===== src/rtl/mvau_defn.sv =====
// rtl/mvau_defn.sv - shared MVAU folding helpers (SF, NF, pointer widths)
package mvau_defn;

    // Words per input vector: lowered matrix width folded over SIMD lanes.
    function automatic int calc_sf(input int matrix_w, input int simd);
        return matrix_w / simd;
    endfunction

    // Replays per vector: matrix height folded over the PEs.
    function automatic int calc_nf(input int matrix_h, input int pe);
        return matrix_h / pe;
    endfunction

    // Counter width for a count of n values; never below one bit so n=1 still elaborates.
    function automatic int ptr_width(input int n);
        return (n <= 1) ? 1 : $clog2(n);
    endfunction

endpackage


===== src/rtl/mvau_inp_bank.sv =====
// rtl/mvau_inp_bank.sv - one SF x TI activation bank, sync write, async read
//
// Ports:
//   clk   - write clock
//   we    - write enable
//   waddr - write word index
//   wdata - word to store
//   raddr - read word index
//   rdata - word at raddr (combinational)
module mvau_inp_bank #(
    parameter int DEPTH = 4,
    parameter int TI    = 8,
    parameter int AW    = 2
) (
    input  logic          clk,
    input  logic          we,
    input  logic [AW-1:0] waddr,
    input  logic [TI-1:0] wdata,
    input  logic [AW-1:0] raddr,
    output logic [TI-1:0] rdata
);

    // Contents are deliberately not reset; the full flags in the controller
    // decide whether anything here is meaningful.
    logic [TI-1:0] mem_q [DEPTH];

    always_ff @(posedge clk) begin
        if (we) begin
            mem_q[waddr] <= wdata;
        end
    end

    assign rdata = mem_q[raddr];

endmodule


===== src/rtl/mvau_inp_pingpong_buffer.sv =====
// rtl/mvau_inp_pingpong_buffer.sv - two-bank input buffer replaying each vector NF times
//
// Ports:
//   clk, rst     - clock, asynchronous active-high reset
//   in_v, in     - incoming activation word and its valid
//   in_rdy       - a word is accepted this cycle when in_v & in_rdy
//   out_v, out   - buffered word and its valid
//   out_rdy      - downstream takes the word this cycle
//   out_last_sf  - out is the last word (SF-1) of the current replay
//   out_last     - out is the last word of the last replay; the bank is released after it
module mvau_inp_pingpong_buffer
    import mvau_defn::*;
#(
    parameter int TI      = 8,
    parameter int MatrixW = 8,
    parameter int MatrixH = 6,
    parameter int SIMD    = 2,
    parameter int PE      = 2
) (
    input  logic          clk,
    input  logic          rst,
    input  logic          in_v,
    input  logic [TI-1:0] in,
    output logic          in_rdy,
    output logic          out_v,
    output logic [TI-1:0] out,
    input  logic          out_rdy,
    output logic          out_last_sf,
    output logic          out_last
);

    localparam int SF = calc_sf(MatrixW, SIMD);
    localparam int NF = calc_nf(MatrixH, PE);
    localparam int AW = ptr_width(SF);
    localparam int RW = ptr_width(NF);

    localparam logic [AW-1:0] SF_LAST = AW'(SF - 1);
    localparam logic [RW-1:0] NF_LAST = RW'(NF - 1);

    generate
        if ((MatrixW % SIMD) != 0 || (MatrixH % PE) != 0) begin : g_bad_fold
            $error("mvau_inp_pingpong_buffer: MatrixW must divide by SIMD and MatrixH by PE");
        end
    endgenerate

    logic [AW-1:0] wr_addr_q, wr_addr_d;
    logic [AW-1:0] rd_addr_q, rd_addr_d;
    logic [RW-1:0] rep_cnt_q, rep_cnt_d;
    logic          wr_bank_q, wr_bank_d;
    logic          rd_bank_q, rd_bank_d;
    logic [1:0]    full_q, full_d;

    logic          wr_fire;
    logic          rd_fire;
    logic          rd_last_sf;
    logic          rd_last_rep;
    logic [TI-1:0] bank_rdata [2];

    // in_rdy looks only at registered flags, so a bank released this cycle
    // cannot be written until the next one.
    assign in_rdy      = !full_q[wr_bank_q];
    assign out_v       = full_q[rd_bank_q];
    assign wr_fire     = in_v && in_rdy;
    assign rd_fire     = out_v && out_rdy;
    assign rd_last_sf  = (rd_addr_q == SF_LAST);
    assign rd_last_rep = (rep_cnt_q == NF_LAST);

    assign out         = bank_rdata[rd_bank_q];
    assign out_last_sf = out_v && rd_last_sf;
    assign out_last    = out_v && rd_last_sf && rd_last_rep;

    always_comb begin
        wr_addr_d = wr_addr_q;
        rd_addr_d = rd_addr_q;
        rep_cnt_d = rep_cnt_q;
        wr_bank_d = wr_bank_q;
        rd_bank_d = rd_bank_q;
        full_d    = full_q;

        // Release first: the read bank is full and the completing write bank
        // is empty, so the two never target the same flag in one cycle.
        if (rd_fire) begin
            if (rd_last_sf) begin
                rd_addr_d = '0;
                if (rd_last_rep) begin
                    rep_cnt_d         = '0;
                    full_d[rd_bank_q] = 1'b0;
                    rd_bank_d         = !rd_bank_q;
                end else begin
                    rep_cnt_d = rep_cnt_q + 1'b1;
                end
            end else begin
                rd_addr_d = rd_addr_q + 1'b1;
            end
        end

        if (wr_fire) begin
            if (wr_addr_q == SF_LAST) begin
                wr_addr_d         = '0;
                full_d[wr_bank_q] = 1'b1;
                wr_bank_d         = !wr_bank_q;
            end else begin
                wr_addr_d = wr_addr_q + 1'b1;
            end
        end
    end

    always_ff @(posedge clk or posedge rst) begin
        if (rst) begin
            wr_addr_q <= '0;
            rd_addr_q <= '0;
            rep_cnt_q <= '0;
            wr_bank_q <= 1'b0;
            rd_bank_q <= 1'b0;
            full_q    <= 2'b00;
        end else begin
            wr_addr_q <= wr_addr_d;
            rd_addr_q <= rd_addr_d;
            rep_cnt_q <= rep_cnt_d;
            wr_bank_q <= wr_bank_d;
            rd_bank_q <= rd_bank_d;
            full_q    <= full_d;
        end
    end

    for (genvar b = 0; b < 2; b++) begin : g_bank
        mvau_inp_bank #(
            .DEPTH (SF),
            .TI    (TI),
            .AW    (AW)
        ) u_bank (
            .clk   (clk),
            .we    (wr_fire && (wr_bank_q == 1'(b))),
            .waddr (wr_addr_q),
            .wdata (in),
            .raddr (rd_addr_q),
            .rdata (bank_rdata[b])
        );
    end

endmodule


===== config.mk =====
export PLATFORM = sky130hd
export DESIGN_NAME = mvau_inp_pingpong_buffer
export DESIGN_NICKNAME = d
export VERILOG_FILES = /design/src/rtl/mvau_defn.sv /design/src/rtl/mvau_inp_bank.sv /design/src/rtl/mvau_inp_pingpong_buffer.sv
export SDC_FILE = /design/constraint.sdc
export NUM_CORES = 1
export LEC_CHECK = 0
export CAP_MARGIN = 20
export CORE_AREA = 2 2 77 79
export DETAILED_ROUTE_END_ITERATION = 10
export DIE_AREA = 0 0 79 81
export PLACE_DENSITY_LB_ADDON = 0.3
export SLEW_MARGIN = 20
export SYNTH_ARGS = -nofsm -noshare
export SYNTH_HDL_FRONTEND = slang
export SYNTH_SLANG_ARGS = --single-unit
export TNS_END_PERCENT = 1

===== constraint.sdc =====
create_clock -name clk -period 2.1 [get_ports clk]
set_clock_uncertainty 0.05 [all_clocks]
set_input_delay 0.21 -clock clk [delete_from_list [all_inputs] [get_ports clk]]
set_output_delay 0.21 -clock clk [all_outputs]
set_load 0.01 [all_outputs]

Word level (Yosys, flattened, before mapping)
Memories as Yosys holds them, arrays and structs flattened.
Index checks and enable logic that the tools add are counted.
- flip-flop bits (word level): 10
- memory bits (writable): 64
- input bits: 12
- output and inout bits: 12
- word-level logic and storage cells: 61
- memories kept: 2
- $add $sub $neg: 3
- magnitude comparators: 5
- equality and inequality tests: 3
- muxes and demuxes: 23
- bitwise gates (word level): 5
- reductions and logical operators: 14
- memory list (memory ; depth ; width ; read ports ; clocked after Yosys merged registers in ; wr ports ; RTL line ; RTL):
    g_bank[0].u_bank.mem_q ; 4 ; 8 ; 1 ; 0 ; 1 ; mvau_inp_bank.sv:25 ; logic [TI-1:0] mem_q [DEPTH];
    g_bank[1].u_bank.mem_q ; 4 ; 8 ; 1 ; 0 ; 1 ; mvau_inp_bank.sv:25 ;
- operators by type and width (kind ; number):
    8-bit two-way mux ; 3
    2-bit two-way mux ; 8
    1-bit two-way mux ; 10
    1-bit logical AND ; 8
    2-bit by 1-bit adder with 2-bit output, second input constant ; 3
    2-bit equality test, second input constant ; 3
    1-bit by 2-bit less-than comparator with 1-bit output, second input constant ; 2
    2-bit AND reduction ; 2
    1-bit zero test ; 3
    3-bit AND reduction ; 1
    2-bit bitwise AND ; 1
    1-bit demux with 1-bit select ; 2
    1-bit greater-or-equal comparator, second input constant ; 2
    2-bit greater-or-equal comparator, second input constant ; 1
    1-bit inverter with 2-bit output ; 1
    2-bit inverter ; 1
    2-bit OR ; 1
    1-bit inverter ; 1

Depth between registers and ports, before layout
Gate-level depths: netlist of the first run.
- depth in word-level cells: 12
- depth in mapped cells: 5
- depth with buffers taken out: 4

Hierarchy
From an unflattened synthesis of the first run, not the netlist that was laid out.
- cells, all modules: 145
- area total of the unflattened synthesis: 2984.1 µm²
- by module, submodules not included (module ; instances ; cells an instance ; area an instance (µm²) ; seq. area each (µm²)):
    mvau_inp_bank ; 2 ; 46 ; 1188.6 ; 960.9
    mvau_inp_pingpong_buffer ; 1 ; 53 ; 606.8 ; 250.2

Worst setup path after synthesis of the first run
OpenSTA, ideal clock, no wires.
- kind: register to register
- start: register wr_addr_q[0]
- end: memory g_bank[0].u_bank.mem_q[3][0], enable pin
- library setup time: 0.385 ns
- arrival: 1.288 ns
- data required time: 1.665 ns
- slack: 0.377 ns
- cell stages (with the launch flop): 4
- path buffers: 0
- period minus slack after synthesis: 1.723 ns
- cell sequence: dfrtp_1 ha_1 nand2_1 nor3_1
- RTL lines (item ; RTL line ; RTL):
    start, declared ; mvau_inp_pingpong_buffer.sv:46 ; logic [AW-1:0] wr_addr_q, wr_addr_d;
    start signal, assigned ; mvau_inp_pingpong_buffer.sv:117 ; wr_addr_q <= wr_addr_d;
    end, declared ; mvau_inp_bank.sv:25 ;
Straight into the memory's write port.

Final worst setup path of the first run
- start: register rd_addr_q[0]
- end: output out[5]
- cells in the longest elaborated chain, start to end: 4
- ends and longest elaborated chain (item ; RTL line ; RTL):
    start, declared ; mvau_inp_pingpong_buffer.sv:47 ; logic [AW-1:0] rd_addr_q, rd_addr_d;
    start signal, assigned ; mvau_inp_pingpong_buffer.sv:118 ; rd_addr_q <= rd_addr_d;
    memory read 4 x 8 bit ; - ;
    8-bit two-way mux (implied by the code) * (3 in a row) ; mvau_inp_pingpong_buffer.sv:68 ; assign out = bank_rdata[rd_bank_q];
    end, declared ; mvau_inp_pingpong_buffer.sv:26 ; output logic [TI-1:0] out,
Every way passes the cells marked *; elsewhere a longest branch is shown, timed or not. The select of a mux whose other input is x is not followed.

==> results of run 1 <==
-- layer usage --
layer,vias up,track usage
li1,706,-
met1,794,0.239
met2,32,0.326
met3,6,0.0544
met4,0,0.0862
met5,-,0
-- state kept, by name, summed over array words and instances (netlist names) --
signal,cells
wr_bank_q,1
full_q,2
rd_bank_q,1
rep_cnt_q,2
rd_addr_q,2
wr_addr_q,2
g_bank.u_bank.mem_q,64
-- cells in the mapped netlist --
master	number	area share
inv_1	6	0.0073
and2_1	1	0.0020
o2bb2ai_1	1	0.0029
o21ai_0	2	0.0033
mux4_1	8	0.069
ha_1	5	0.020
mux4_2	8	0.059
o22a_1	1	0.0029
nor2b_1	1	0.0020
buf_1	1	0.0012
mux2i_1	1	0.0033
mux2_4	9	0.044
buf_6	1	0.0037
o21bai_1	1	0.0024
nand2_1	7	0.0086
and3_1	1	0.0020
nor3_1	4	0.0065
mux2_2	6	0.022
buf_2	2	0.0033
edfxtp_1	64	0.63
nor2_1	10	0.012
nand4b_1	1	0.0029
clkbuf_1	2	0.0024
dfrtp_1	10	0.082
and3b_1	1	0.0029
buf_12	1	0.0065
-- logic make-up (layout without fill, tap and decap cells) --
group / after synthesis / after routing / synth area share
AO/OA/AOI/OAI: 5 / 5 / 0.0114
adder cells (fa/ha/maj): 5 / 5 / 0.0204
buffers and inverters: 13 / 68 / 0.0245
flip-flops: 74 / 74 / 0.708
multiplexers: 32 / 32 / 0.197
AND/OR/NAND/NOR: 26 / 26 / 0.0392
-- cells in the final DEF (no fill, tap or decap), types with 2 or more instances in the layout --
master	count
buf_4	16
buf_6	14
clkbuf_8	9
clkdlybuf4s50_1	13
dfrtp_1	10
edfxtp_1	64
ha_1	4
inv_1	6
mux2_2	6
mux2_4	9
mux4_2	15
nand2_1	7
nor2_1	10
nor3_1	4
o21ai_0	2
-- power groups by stage --
stage               registers (W)  clock network [W]    logic, W
floorplan                 0.00163                  0  0.00000367
global placement          0.00163                  0   0.0000374
detailed placement        0.00163                  0   0.0000411
CTS                       0.00160            0.00105   0.0000412
global route              0.00159            0.00111   0.0000456
finish                    0.00160            0.00102   0.0000407
-- metrics by stage --
step | total power, W | hold slack [ps] | setup WS [ps]
after global placement | 0.00167 | 461 | -12.6
after CTS | 0.00268 | 116 | -64.2
after floorplan | 0.00163 | 0.178 | 377
after detailed placement | 0.00167 | 489 | -57.1
final | 0.00266 | 107 | -66.0
after global routing | 0.00275 | 158 | -137
-- worst max-delay path by stage --
stage / start / to / cells past startpoint
2_1_floorplan: wr_addr_q[0]$_DFFE_PP0N_ / g_bank[0].u_bank.mem_q[3][0]$_DFFE_PP_ / 3
3_3_place_gp: rd_addr_q[0]$_DFFE_PP0N_ / out[0] / 4
3_5_place_dp: rd_addr_q[0]$_DFFE_PP0N_ / out[4] / 4
4_1_cts: rd_addr_q[0]$_DFFE_PP0N_ / out[4] / 5
5_1_grt: rd_addr_q[0]$_DFFE_PP0N_ / out[7] / 5
6_report: rd_addr_q[0]$_DFFE_PP0N_ / out[5] / 5
-- timing repair --
action,CTS,global route
hold endpoints to repair,0,0
setup endpoints to repair,10,9
hold buffers,0,0
buffers inserted,9,0
gates resized for setup,57,2
cloned,1,0
-- cell type report --
type,instances,area [um2],share of cell area
Sequential cell,74,2170,0.585
Multi-Input combinational cell,68,797,0.215
Timing Repair Buffer,47,447,0.120
Clock buffer,10,128,0.0344
Tap cell,75,93.8,0.0253
Clock inverter,5,55.1,0.0148
Inverter,6,22.5,0.00606
==> impl_metrics.tcl, run 1 <==
set metrics [dict create \
    cp.required_ps 1840 \
    h-tree-depth 3 \
    drc 0 \
    finalWorstSetupSlack_ps -66.0 \
    comb_power_share 0.015 \
    critPathCaptureType "primary output" \
    drtIter0Drc 147 \
    critPathMaxStageDelay_ps 480 \
    syn_area_per_cell_um2 19.8 \
    area_growth_pct 21.1 \
    cts_root_buf "clkbuf_8" \
    start_util 0.541 \
    ys_ff_latch 74 \
    power_density_mw_per_mm2 716 \
    crit_buf_inv 3 \
    drive_gt1_frac 0.367 \
    antenna_cells 0 \
    maxSlewHeadroom 0.718 \
    final_util 0.655 \
    path_cells "buf_6 > buf_6 > mux4_2 > mux2_4 > buf_6" \
    grt_pass1_wl_mm 8.69 \
    grt_antenna_before_repair 0 \
    finalHoldViolCount 0 \
    timing_worst_slew_pin_value_ps 422 \
    place_inst 260 \
    nets 223 \
    cp_slowest_cell "mux4_2" \
    period_share 1.03 \
    gr-usage-all-layers 0.195 \
    worst-path-max-fanout 6 \
    first_pass_iters 4 \
    crit_path_frequent_cell "buf_6" \
    synth_area_mm2 0.00307 \
    seq_area_frac_synth 0.708 \
    ys_types 26 \
    clkPwrFrac 0.385 \
    fin_tns_setup_ps -404 \
    ir_drop_v 0.000533 \
    grt_overflow 0 \
    rsz0062_at_grt "true" \
    vias 1538 \
    start_kind "flop" \
    totalWireLength_mm 5.38 \
    hpwl_mm 3.40 \
    rows 28 \
    postRouteAntennaNets 0 \
    slew_viol_final 0 \
    final_cell_area_mm2 0.00371 \
    syn_inst 155 \
    critical_path.top_delay_family "multiplexers" \
    hp-class "in -> async" \
    seq_power_share 0.600 \
    top_layer "met4" \
    fillers 411 \
    regToRegEndpoint "rep_cnt_q[1]$_DFFE_PP0P_" \
    portBuffers 23 \
    r2r.worst_path.cells 5 \
    clk_pin_slew_ps 70 \
    min_period_ps 2170 \
    fp.dieH_um 81 \
    dieArea_mm2 0.00640 \
    placed_area_mm2 0.00346 \
    switching_power_w 0.000506 \
    finalNonFillerCells 285 \
    p_leak_nw 1.35 \
    wl_met2_mm 2.84 \
    core_mm2 0.00568 \
    p_sw_frac 0.190 \
    cts_tree "built" \
    failed_checks "setup timing" \
    synth_fp_nets 172 \
    cts_buffer_depth 2 \
    ys_warn_count 0 \
    max_freq_ghz 0.462 \
    drv_cap 0 \
    r2r_slack_ps 520 \
    place_congestion 0.782 \
    crit_type "reg -> out" \
    io_pins 24 \
    r2r_start "rd_addr_q[0]$_DFFE_PP0N_" \
    grt_pass1_vias 1678 \
    cts_sinks 74 \
    clkLatencyLatePin_ps 340 \
    vias_per_cell 5.40 \
    p_int_w 0.00215 \
    cts_made_buffers 9 \
    run_status "finished, violations left" \
    wl_per_cell_um 18.9 \
    grt_max_degree 17 \
    m1WireLength_mm 2.28 \
    die_x_um 79 \
    setup_viol 8 \
    arrival_ps 1910 \
    dr_wl_met3_um 179 \
]
(Power assumes the default switching activity.)
==> inputs of run 2 (changes only) <==
--- a/config.mk
+++ b/config.mk
@@ -6,9 +6,10 @@
 export NUM_CORES = 1
 export LEC_CHECK = 0
 export CAP_MARGIN = 20
-export CORE_AREA = 2 2 77 79
+export CORE_AREA = 2 2 105 107
+export CTS_CLUSTER_DIAMETER = 60
 export DETAILED_ROUTE_END_ITERATION = 10
-export DIE_AREA = 0 0 79 81
+export DIE_AREA = 0 0 107 109
 export PLACE_DENSITY_LB_ADDON = 0.3
 export SLEW_MARGIN = 20
 export SYNTH_ARGS = -nofsm -noshare
==> run 2 against run 1 <==
The flow still finishes with violations (setup timing). Setup slack gained 4.8 ps. Critical path depth unchanged. Via count is 3.5% lower. Register-to-register slack lost 90 ps. Non-clock buffer count is 1 lower. Clock power up 12%. Design area rose by 2.9%. Fmax up 0.22%. First-iteration DRC count is 44% lower. Die area increased by 82%. Sequential power barely moved. Combinational power up 1%.
==> impl_metrics.tcl, run 2 (same netlist as run 1, synthesis figures left out) <==
set metrics [dict create \
    crit_buf_inv 3 \
    cts_sinks 74 \
    io_pins 24 \
    run_status "finished, violations left" \
    maxSlewHeadroom 0.727 \
    grt_max_degree 16 \
    first_pass_iters 4 \
    start_kind "flop" \
    area_growth_pct 24.6 \
    slew_viol_final 0 \
    final_cell_mix "edfxtp_1 (64), buf_4 (17), mux4_2 (16)" \
    largest_register "g_bank.u_bank.mem_q" \
    drive_gt1_frac 0.390 \
    min_period_ps 2160 \
    critPathCaptureType "primary output" \
    cts_made_buffers 9 \
    vias_per_cell 4.24 \
    path_cells "buf_12 > buf_4 > mux4_2 > mux2_4 > buf_6" \
    vias 1484 \
    p_leak_nw 1.35 \
    portBuffers 23 \
    grt_overflow 0 \
    cts_buffer_depth 2 \
    gr-usage-all-layers 0.108 \
    cp_slowest_cell "mux4_2" \
    post-place-ws_ps -78.4 \
    antenna_cells 0 \
    crit_type "reg -> out" \
    grt_antenna_before_repair 0 \
    cp.required_ps 1840 \
    arrival_ps 1900 \
    r2r.worst_path.cells 6 \
    largest_reg_flops 64 \
    worst-path-max-fanout 6 \
    timing_worst_slew_pin_value_ps 409 \
    max_freq_ghz 0.463 \
    drtIter0Drc 83 \
    setup_viol 8 \
    layout_commonest_cell "edfxtp_1" \
    drv_cap 0 \
    core_mm2 0.0106 \
    rows 38 \
    hp-class "in -> async" \
    period_share 1.03 \
    ir_drop_v 0.000272 \
    totalWireLength_mm 5.58 \
    place_congestion 0.666 \
    h-tree-depth 3 \
    fp.dieH_um 109 \
    dieArea_mm2 0.0117 \
    ctsHoldBuffers 0 \
    clkLatencyLatePin_ps 330 \
    hpwl_mm 3.38 \
    cts_root_buf "clkbuf_8" \
    rsz0062_at_grt "true" \
    start_util 0.289 \
    finalWorstSetupSlack_ps -61.1 \
    drc 0 \
    power_density_mw_per_mm2 726 \
    critical_path.top_delay_family "multiplexers" \
    postRouteAntennaNets 0 \
    failed_checks "setup timing" \
    grt_pass1_wl_mm 8.91 \
    cp.depth 5 \
    hold_slack_ps 108 \
    wl_per_cell_um 15.9 \
    cts_tree "built" \
    clk_pin_slew_ps 90 \
    critPathMaxStageDelay_ps 480 \
    grt_pass1_vias 1575 \
    die_x_um 107 \
    nets 222 \
    finalHoldViolCount 0 \
]
## run 2: layer usage
metal / up-vias / track usage / routed length, um
met5: - / 0 / 0
met4: 0 / 0.0584 / 77
met3: 5 / 0.0209 / 199
met2: 27 / 0.167 / 2660
met1: 747 / 0.144 / 2640
li1: 705 / - / -
## run 2: area by class of cell
cell class | count | area (um2)
Multi-Input combinational cell | 68 | 796
Clock inverter | 7 | 85.1
Inverter | 6 | 22.5
Tap cell | 140 | 175
Clock buffer | 9 | 124
Fill cell | 989 | 6780
Sequential cell | 74 | 2170
Timing Repair Buffer | 46 | 447
## run 2: worst register-to-register path, cell delays in order (launching register included)
cell     delay, ps
dfrtp_2        430
buf_12         160
buf_4          110
ha_2           170
buf_4          110
and3_1         190
mux2_2         340
## run 2: final timing paths
check	start	end	slack (ps)
worst max-delay path	rd_addr_q[0]$_DFFE_PP0N_	out[7]	-60
worst min-delay path	rst	rd_addr_q[1]$_DFFE_PP0N_	110
worst max register to register	rd_addr_q[0]$_DFFE_PP0N_	rep_cnt_q[0]$_DFFE_PP0P_	430
worst min register to register	rd_addr_q[1]$_DFFE_PP0N_	rd_addr_q[1]$_DFFE_PP0N_	510
max in group asynchronous	rst	rd_addr_q[0]$_DFFE_PP0N_	1580
min in group clk	rd_addr_q[1]$_DFFE_PP0N_	rd_addr_q[1]$_DFFE_PP0N_	510
## run 2: repair_timing
item,in CTS,in global routing
setup endpoints to repair,9,10
cloned,1,0
setup buffers,8,0
hold endpoints to repair,0,0
resized for setup,60,1
## run 2: metrics by stage
step	setup TNS [ps]	total power, W	utilization	area [um2]	std cells
2_1_floorplan	0	0.00163	-	3070	155
3_3_place_gp	-386	0.00167	0.334	3550	326
3_5_place_dp	-549	0.00167	0.334	3550	326
4_1_cts	-853	0.00281	0.363	3850	351
5_1_grt	-1130	0.00287	0.361	3820	350
6_report	-448	0.00277	0.361	3820	350
## run 2: power breakdown
part	internal, W	total [W]	switching, W	leakage [nW]
combinational	0.0000186	0.0000413	0.0000227	0.549
clock	0.000571	0.00114	0.000567	0.0999
sequential	0.00159	0.00159	0	0.703
total	0.00218	0.00277	0.000589	1.35
==> inputs of run 3 (changes only) <==
--- a/config.mk
+++ b/config.mk
@@ -11,7 +11,6 @@
 export DETAILED_ROUTE_END_ITERATION = 10
 export DIE_AREA = 0 0 107 109
 export PLACE_DENSITY_LB_ADDON = 0.3
-export SLEW_MARGIN = 20
 export SYNTH_ARGS = -nofsm -noshare
 export SYNTH_HDL_FRONTEND = slang
 export SYNTH_SLANG_ARGS = --single-unit
==> results of run 3 <==
No change in the layout: final DEF, timing and power equal those of run 2.
